--- config.mk ---
export PLATFORM = sky130hd
export DESIGN_NAME = layer_mem_responder
export DESIGN_NICKNAME = d
export VERILOG_FILES = /design/src/rtl/host_if_pkg.sv /design/src/rtl/rr_arbiter.sv /design/src/rtl/layer_mem_responder.sv
export SDC_FILE = /design/constraint.sdc
export NUM_CORES = 2
export LEC_CHECK = 0
export CELL_PAD_IN_SITES_DETAIL_PLACEMENT = 0
export CELL_PAD_IN_SITES_GLOBAL_PLACEMENT = 1
export CORE_AREA = 2 2 625 627
export DETAILED_ROUTE_END_ITERATION = 7
export DIE_AREA = 0 0 627 629
export MAX_ROUTING_LAYER = met4
export PLACE_DENSITY = 0.3
export SYNTH_ARGS = -nofsm -noshare
export SYNTH_HDL_FRONTEND = slang
export SYNTH_SLANG_ARGS = --single-unit
export TNS_END_PERCENT = 100
--- constraint.sdc ---
create_clock -name clk -period 8.5 [get_ports clk]
set_input_delay 1.7 -clock clk [delete_from_list [all_inputs] [get_ports clk]]
set_output_delay 1.7 -clock clk [all_outputs]
set_load 0.02 [all_outputs]
--- src/rtl/host_if_pkg.sv ---
// Shared types and byte-lane helpers for the layer-controller memory responder.
// Lines are 16 bytes wide; byte k of a 128b word lives in bits [8k+7:8k].
package host_if_pkg;

  localparam int LINE_BYTES = 16;

  typedef enum logic [2:0] {
    IDLE,
    ACC0,
    ACC1,
    FIN,
    DONE
  } state_e;

  // Byte count is len+1, so len=0 enables one lane and len=15 enables all sixteen.
  function automatic logic [LINE_BYTES-1:0] len_to_mask(input logic [3:0] len);
    return 16'hFFFF >> (4'd15 - len);
  endfunction

  function automatic logic [127:0] rotl_bytes(input logic [127:0] d, input logic [3:0] n);
    logic [255:0] t;
    t = {d, d} << {n, 3'b000};
    return t[255:128];
  endfunction

  function automatic logic [127:0] rotr_bytes(input logic [127:0] d, input logic [3:0] n);
    logic [255:0] t;
    t = {d, d} >> {n, 3'b000};
    return t[127:0];
  endfunction

endpackage

--- src/rtl/rr_arbiter.sv ---
// Round-robin arbiter: grants the lowest-index requester at or after the pointer.
// The pointer advances only when the owner reports a completed grant via i_upd.
module rr_arbiter #(
  parameter int NPORTS = 8,
  parameter int IW     = 3
) (
  input  logic              clk,
  input  logic              rst_n,
  input  logic [NPORTS-1:0] i_req,
  input  logic              i_upd,
  input  logic [IW-1:0]     i_upd_idx,
  output logic [NPORTS-1:0] o_gnt,
  output logic [IW-1:0]     o_gnt_idx,
  output logic              o_valid
);

  logic [IW-1:0] r_ptr;
  logic [IW-1:0] w_idx;

  function automatic logic [IW-1:0] wrap_idx(input int k);
    if (k >= NPORTS) return IW'(k - NPORTS);
    return IW'(k);
  endfunction

  always_comb begin
    o_gnt     = '0;
    o_gnt_idx = '0;
    o_valid   = 1'b0;
    w_idx     = '0;
    for (int i = 0; i < NPORTS; i++) begin
      w_idx = wrap_idx(int'(r_ptr) + i);
      if (!o_valid && i_req[w_idx]) begin
        o_valid        = 1'b1;
        o_gnt[w_idx]   = 1'b1;
        o_gnt_idx      = w_idx;
      end
    end
  end

  always_ff @(posedge clk or negedge rst_n) begin
    if (!rst_n) begin
      r_ptr <= '0;
    end else if (i_upd) begin
      r_ptr <= (i_upd_idx == IW'(NPORTS - 1)) ? '0 : i_upd_idx + IW'(1);
    end
  end

endmodule

--- src/rtl/layer_mem_responder.sv ---
// Services one layer-controller memory request at a time against a 128b-line SRAM.
// Build option: UNALIGNED_SPLIT_EN lets a line-crossing request spill into line+1.
module layer_mem_responder
  import host_if_pkg::*;
#(
  parameter int NPORTS = 8,
  parameter int DW     = 128,
  parameter int AW     = 16
) (
  input  logic                 clk,
  input  logic                 rst_n,
  input  logic [NPORTS-1:0]    req_we,
  input  logic [NPORTS-1:0]    req_re,
  input  logic [NPORTS*AW-1:0] req_addr,
  input  logic [NPORTS*4-1:0]  req_len,
  input  logic [NPORTS*DW-1:0] req_wdata,
  output logic [NPORTS-1:0]    rsp_done,
  output logic [DW-1:0]        rsp_rdata,
  output logic                 mem_en,
  output logic                 mem_we,
  output logic [AW-5:0]        mem_addr,
  output logic [15:0]          mem_be,
  output logic [DW-1:0]        mem_wdata,
  input  logic [DW-1:0]        mem_rdata
);

  localparam int IW = (NPORTS > 1) ? $clog2(NPORTS) : 1;
  localparam int LW = AW - 4;
`ifdef UNALIGNED_SPLIT_EN
  localparam logic SPLIT_EN = 1'b1;
`else
  localparam logic SPLIT_EN = 1'b0;
`endif

  state_e            r_state, w_state_nxt;
  logic [NPORTS-1:0] w_arb_req, w_gnt_oh, r_gnt_oh, r_excl;
  logic [IW-1:0]     w_gnt_idx, r_gidx;
  logic              w_gnt_valid;

  logic              w_sel_we;
  logic [AW-1:0]     w_sel_addr;
  logic [3:0]        w_sel_len;
  logic [DW-1:0]     w_sel_wdata;

  logic              r_we;
  logic [AW-1:0]     r_addr;
  logic [3:0]        r_len;
  logic [DW-1:0]     r_wdata, r_beat0, r_rdata;

  logic [3:0]        w_off;
  logic              w_split;
  logic [15:0]       w_mask;
  logic [31:0]       w_be32;
  logic [LW-1:0]     w_line0, w_line1;
  logic [DW-1:0]     w_wdata_rot, w_rot_cur, w_rot_b0, w_rd_data;

  // A port that just finished may still hold its request for one cycle; mask it out.
  assign w_arb_req = (req_we | req_re) & ~r_excl;

  rr_arbiter #(
    .NPORTS (NPORTS),
    .IW     (IW)
  ) u_arb (
    .clk       (clk),
    .rst_n     (rst_n),
    .i_req     (w_arb_req),
    .i_upd     (r_state == DONE),
    .i_upd_idx (r_gidx),
    .o_gnt     (w_gnt_oh),
    .o_gnt_idx (w_gnt_idx),
    .o_valid   (w_gnt_valid)
  );

  always_comb begin
    w_sel_we    = 1'b0;
    w_sel_addr  = '0;
    w_sel_len   = '0;
    w_sel_wdata = '0;
    for (int p = 0; p < NPORTS; p++) begin
      if (w_gnt_idx == IW'(p)) begin
        w_sel_we    = req_we[p];
        w_sel_addr  = req_addr[p*AW +: AW];
        w_sel_len   = req_len[p*4 +: 4];
        w_sel_wdata = req_wdata[p*DW +: DW];
      end
    end
  end

  assign w_off       = r_addr[3:0];
  assign w_split     = SPLIT_EN && (({1'b0, w_off} + {1'b0, r_len}) > 5'd15);
  assign w_mask      = len_to_mask(r_len);
  assign w_be32      = {16'b0, w_mask} << w_off;
  assign w_line0     = r_addr[AW-1:4];
  assign w_line1     = w_line0 + LW'(1);
  assign w_wdata_rot = rotl_bytes(r_wdata, w_off);

  // Request byte k sits at lane off+k; lanes past 15 came from the second beat.
  always_comb begin
    w_rot_cur = rotr_bytes(mem_rdata, w_off);
    w_rot_b0  = rotr_bytes(r_beat0, w_off);
    w_rd_data = '0;
    for (int k = 0; k < LINE_BYTES; k++) begin
      if (w_mask[k]) begin
        w_rd_data[k*8 +: 8] = (!w_split || (({1'b0, w_off} + 5'(k)) > 5'd15))
                              ? w_rot_cur[k*8 +: 8] : w_rot_b0[k*8 +: 8];
      end
    end
  end

  // NOTE: every output and next-state term gets a default first so no path infers a latch.
  always_comb begin
    w_state_nxt = r_state;
    mem_en      = 1'b0;
    mem_we      = 1'b0;
    mem_addr    = '0;
    mem_be      = '0;
    mem_wdata   = '0;
    rsp_done    = '0;
    rsp_rdata   = '0;
    case (r_state)
      IDLE: if (w_gnt_valid) w_state_nxt = ACC0;
      ACC0: begin
        mem_en   = 1'b1;
        mem_we   = r_we;
        mem_addr = w_line0;
        if (r_we) begin
          mem_be    = w_split ? w_be32[15:0] : (w_be32[15:0] | w_be32[31:16]);
          mem_wdata = w_wdata_rot;
        end
        w_state_nxt = w_split ? ACC1 : FIN;
      end
      ACC1: begin
        mem_en   = 1'b1;
        mem_we   = r_we;
        mem_addr = w_line1;
        if (r_we) begin
          mem_be    = w_be32[31:16];
          mem_wdata = w_wdata_rot;
        end
        w_state_nxt = FIN;
      end
      FIN:  w_state_nxt = DONE;
      DONE: begin
        rsp_done    = r_gnt_oh;
        rsp_rdata   = r_rdata;
        w_state_nxt = IDLE;
      end
      default: w_state_nxt = IDLE;
    endcase
  end

  // NOTE: sequential state uses non-blocking assignments so all registers update together.
  always_ff @(posedge clk or negedge rst_n) begin
    if (!rst_n) begin
      r_state  <= IDLE;
      r_gnt_oh <= '0;
      r_gidx   <= '0;
      r_excl   <= '0;
    end else begin
      r_state <= w_state_nxt;
      r_excl  <= (r_state == DONE) ? r_gnt_oh : '0;
      if (r_state == IDLE && w_gnt_valid) begin
        r_gnt_oh <= w_gnt_oh;
        r_gidx   <= w_gnt_idx;
      end
    end
  end

  // NOTE: the request/data capture registers carry no reset; every use is gated by the state.
  always_ff @(posedge clk) begin
    if (r_state == IDLE && w_gnt_valid) begin
      r_we    <= w_sel_we;
      r_addr  <= w_sel_addr;
      r_len   <= w_sel_len;
      r_wdata <= w_sel_wdata;
    end
    if (r_state == ACC1) r_beat0 <= mem_rdata;
    if (r_state == FIN)  r_rdata <= r_we ? '0 : w_rd_data;
  end

endmodule
==> flow_metrics.env <==
export IMPL_drtPass1Iterations=5
export IMPL_fp_dieW_microns=627
export IMPL_cts_sinks=302
export IMPL_relSlewSlack=0.2011
export IMPL_drt_antenna_violating_nets=0
export IMPL_finalNetCount=5728
export IMPL_cts_htree_levels=2
export IMPL_dp_cells=9529
export IMPL_ys_seq_area_frac=0.2353
export IMPL_yosys_warnings=0
export IMPL_final_cell_mix="1623 x clkdlybuf4s50_1, 909 x mux2i_1, 527 x mux4_2"
export IMPL_drtIter0Drc=2281
export IMPL_drt_total_wl_microns=372500
export IMPL_layout_worst_path_cycle_share=0.7823
export IMPL_setup_ws_ps=1850
export IMPL_area_growth_pct=64.19
export IMPL_ctsHoldBuffers=0
export IMPL_cts_resized=0
export IMPL_first_global_vias=37750
export IMPL_tightest_slew_ps=1198
export IMPL_drv_cap=0
export IMPL_synthFlopType="edfxtp_1"
export IMPL_postCtsSetupRepairBufs=0
export IMPL_grt_first_pass_wirelength_microns=460800
export IMPL_setup_tns_ps=0
export IMPL_cts_buffers=55
export IMPL_final_cell_area_sq_um=62400
export IMPL_p_total_mw=32.25
export IMPL_die_y_microns=629
export IMPL_die_area_sq_um=394400
export IMPL_ctsLongestPathBuffers=3
export IMPL_status="finished, final reports clean"
export IMPL_worstHoldPathType="flip-flop to flip-flop"
export IMPL_crit_required_ps=8960
export IMPL_peakVddDrop_mv=0.4418
export IMPL_cts_clk_slew_worst_paths_ps=60
export IMPL_hold_viol_final=0
export IMPL_io_pins=1624
export IMPL_drt_drc_violations_left=0
export IMPL_tritoncts="built"
export IMPL_grt_usage=0.1876
export IMPL_crit_type="flip-flop to flip-flop"
export IMPL_period_needed_ps=6650
export IMPL_final_cell_count_no_fill=9750
export IMPL_vias=36200
export IMPL_hpwl_microns=321300
export IMPL_fin_worst_skew_ps=34.87
export IMPL_synth_top_area_cell="mux4_2"
export IMPL_synth_top_area_share=0.3123
export IMPL_critPathLaunchType="flip-flop"
export IMPL_ys_top_cells_by_area="mux4_2 31%, mux2i_1 24%, edfxtp_1 22%, and3_1 4.9%, mux2_4 3.6%"
export IMPL_synthesis_nets=4288
export IMPL_cp_end_kind="flip-flop"
export IMPL_antenna_found_initial=234
export IMPL_final_common_cell="clkdlybuf4s50_1"
export IMPL_holdWs_ps=483.8
export IMPL_wire_per_inst_microns=38.21
export IMPL_avgSynthCellArea_sq_um=12.89
export IMPL_io_buffers=1623
export IMPL_critical_path_peak_fanout=69
export IMPL_coreArea_sq_um=387700
export IMPL_utilization=0.1610
export IMPL_max_freq_mhz=150.4
export IMPL_gp_congestion=0.9166
export IMPL_place_area_sq_um=60210
export IMPL_pwr_density_cell_nw_per_um2=516.8
export IMPL_via_per_inst=3.713
export IMPL_finalSetupViolations=0
export IMPL_drive_gt1_frac=0.1919
export IMPL_netlist_instances=2949
export IMPL_row_count=229
export IMPL_pre_cts_slack_ps=1094
export IMPL_synth_area_sq_um=38000
export IMPL_synth_edf_count=277
export IMPL_clock_latency_ps=740
export IMPL_synth_distinct_cells=67
export IMPL_synth_seq_cells=302
export IMPL_synth_async_reset_ratio=0.08278
export IMPL_overflow=0
export IMPL_grt_max_degree=129
export IMPL_cts_root_buffer="clkbuf_16"
export IMPL_leakage_nw=21.86
export IMPL_finalMaxSlewViolations=0
export IMPL_cp_arrival_ps=7110
export IMPL_rsz0062_at_grt="no"
export IMPL_initial_utilization=0.09803
sequential cells by signal, summed over array words and instances, names as in the netlist, 3 cells and up:
signal	count
r_len	4
r_state	3
r_rdata	128
r_wdata	128
r_excl	8
r_gnt_oh	8
r_addr	16
u_arb.r_ptr	3
r_gidx	3
cell usage after synthesis (4+ instances only):
cell type and number:
mux4_2 527, o21bai_1 8, clkbuf_1 145, a22o_1 4
mux2_4 90, buf_4 40, ha_1 9, dfrtp_1 25
a211oi_1 4, inv_1 10, nand4_1 4, mux2i_1 909
o21ai_0 65, nor3_1 9, o22ai_1 5, nand3_1 13
edfxtp_1 277, nand2_1 48, nor2b_1 92, a22oi_1 4
mux2_1 31, and2_1 22, nand2b_1 9, buf_2 65
buf_6 14, nor2_1 38, a21oi_1 21, o21ba_1 4
buf_1 59, mux2_2 35, and3_1 298, o31ai_1 11
kinds of logic (layout without fill, tap and decap cells):
kind of cell    count (synthesis)  after routing  synth area share
compound gates                156            156           0.02660
simple gates                  548            548           0.08438
fa+ha+maj                      11             11          0.003490
buf+inv                       338           1824           0.04231
flops                         302            302            0.2353
other cells                     0            118                 0
mux                          1593           1593            0.6074
xor+xnor                        1              1         0.0004281
worst paths after layout:
| path | start | endpoint | slack [ps] | depth (start not counted) |
|---|---|---|---|---|
| max in group asynchronous | rst_n | r_state[2] | 6760 | 2 |
| worst min register to register | r_gnt_oh[6] | r_gnt_oh[6] | 480 | 2 |
| min in group asynchronous | rst_n | r_excl[0] | 1360 | 2 |
| worst max-delay path | u_arb.r_ptr[1] | r_wdata[68] | 1850 | 13 |
| worst min-delay path | r_gnt_oh[6] | r_gnt_oh[6] | 480 | 2 |
| worst max register to register | u_arb.r_ptr[1] | r_wdata[68] | 1850 | 13 |
cell type report:
type / count / area (sq um)
clock inverters: 32 / 362.8
fillers: 42930 / 325300
diodes: 118 / 295.3
inverters: 15 / 73.82
multi-input cells: 2309 / 27530
well taps: 5197 / 6502
flip-flops and latches: 302 / 8947
clock buffers: 71 / 1530
repair buffers: 1706 / 17160
power by group:
group	internal (mW)	total, mW	switching (mW)
clock network	1.45	2.49	1.04
registers	3.00	4.40	1.40
logic	11.5	25.4	13.9
routing by layer:
| metal | vias up | GRT usage | part of all wire |
|---|---|---|---|
| li1 | 15180 | - | - |
| met1 | 19050 | 0.1903 | 0.36 |
| met2 | 1586 | 0.3629 | 0.56 |
| met3 | 385 | 0.03697 | 0.054 |
| met4 | 0 | 0.04579 | 0.029 |
| met5 | - | - | 0 |
worst max-delay path: stages, from the launching register on:
cell	delay [ps]
dfrtp_1	700
inv_2	270
ha_1	760
inv_1	380
mux4_2	390
mux2i_1	120
o32ai_4	510
nand2_2	220
o22ai_4	810
buf_12	240
buf_12	340
mux2i_1	800
mux2i_1	230
mux2_4	320
Note: power is estimated with default switching activity, not from simulation.
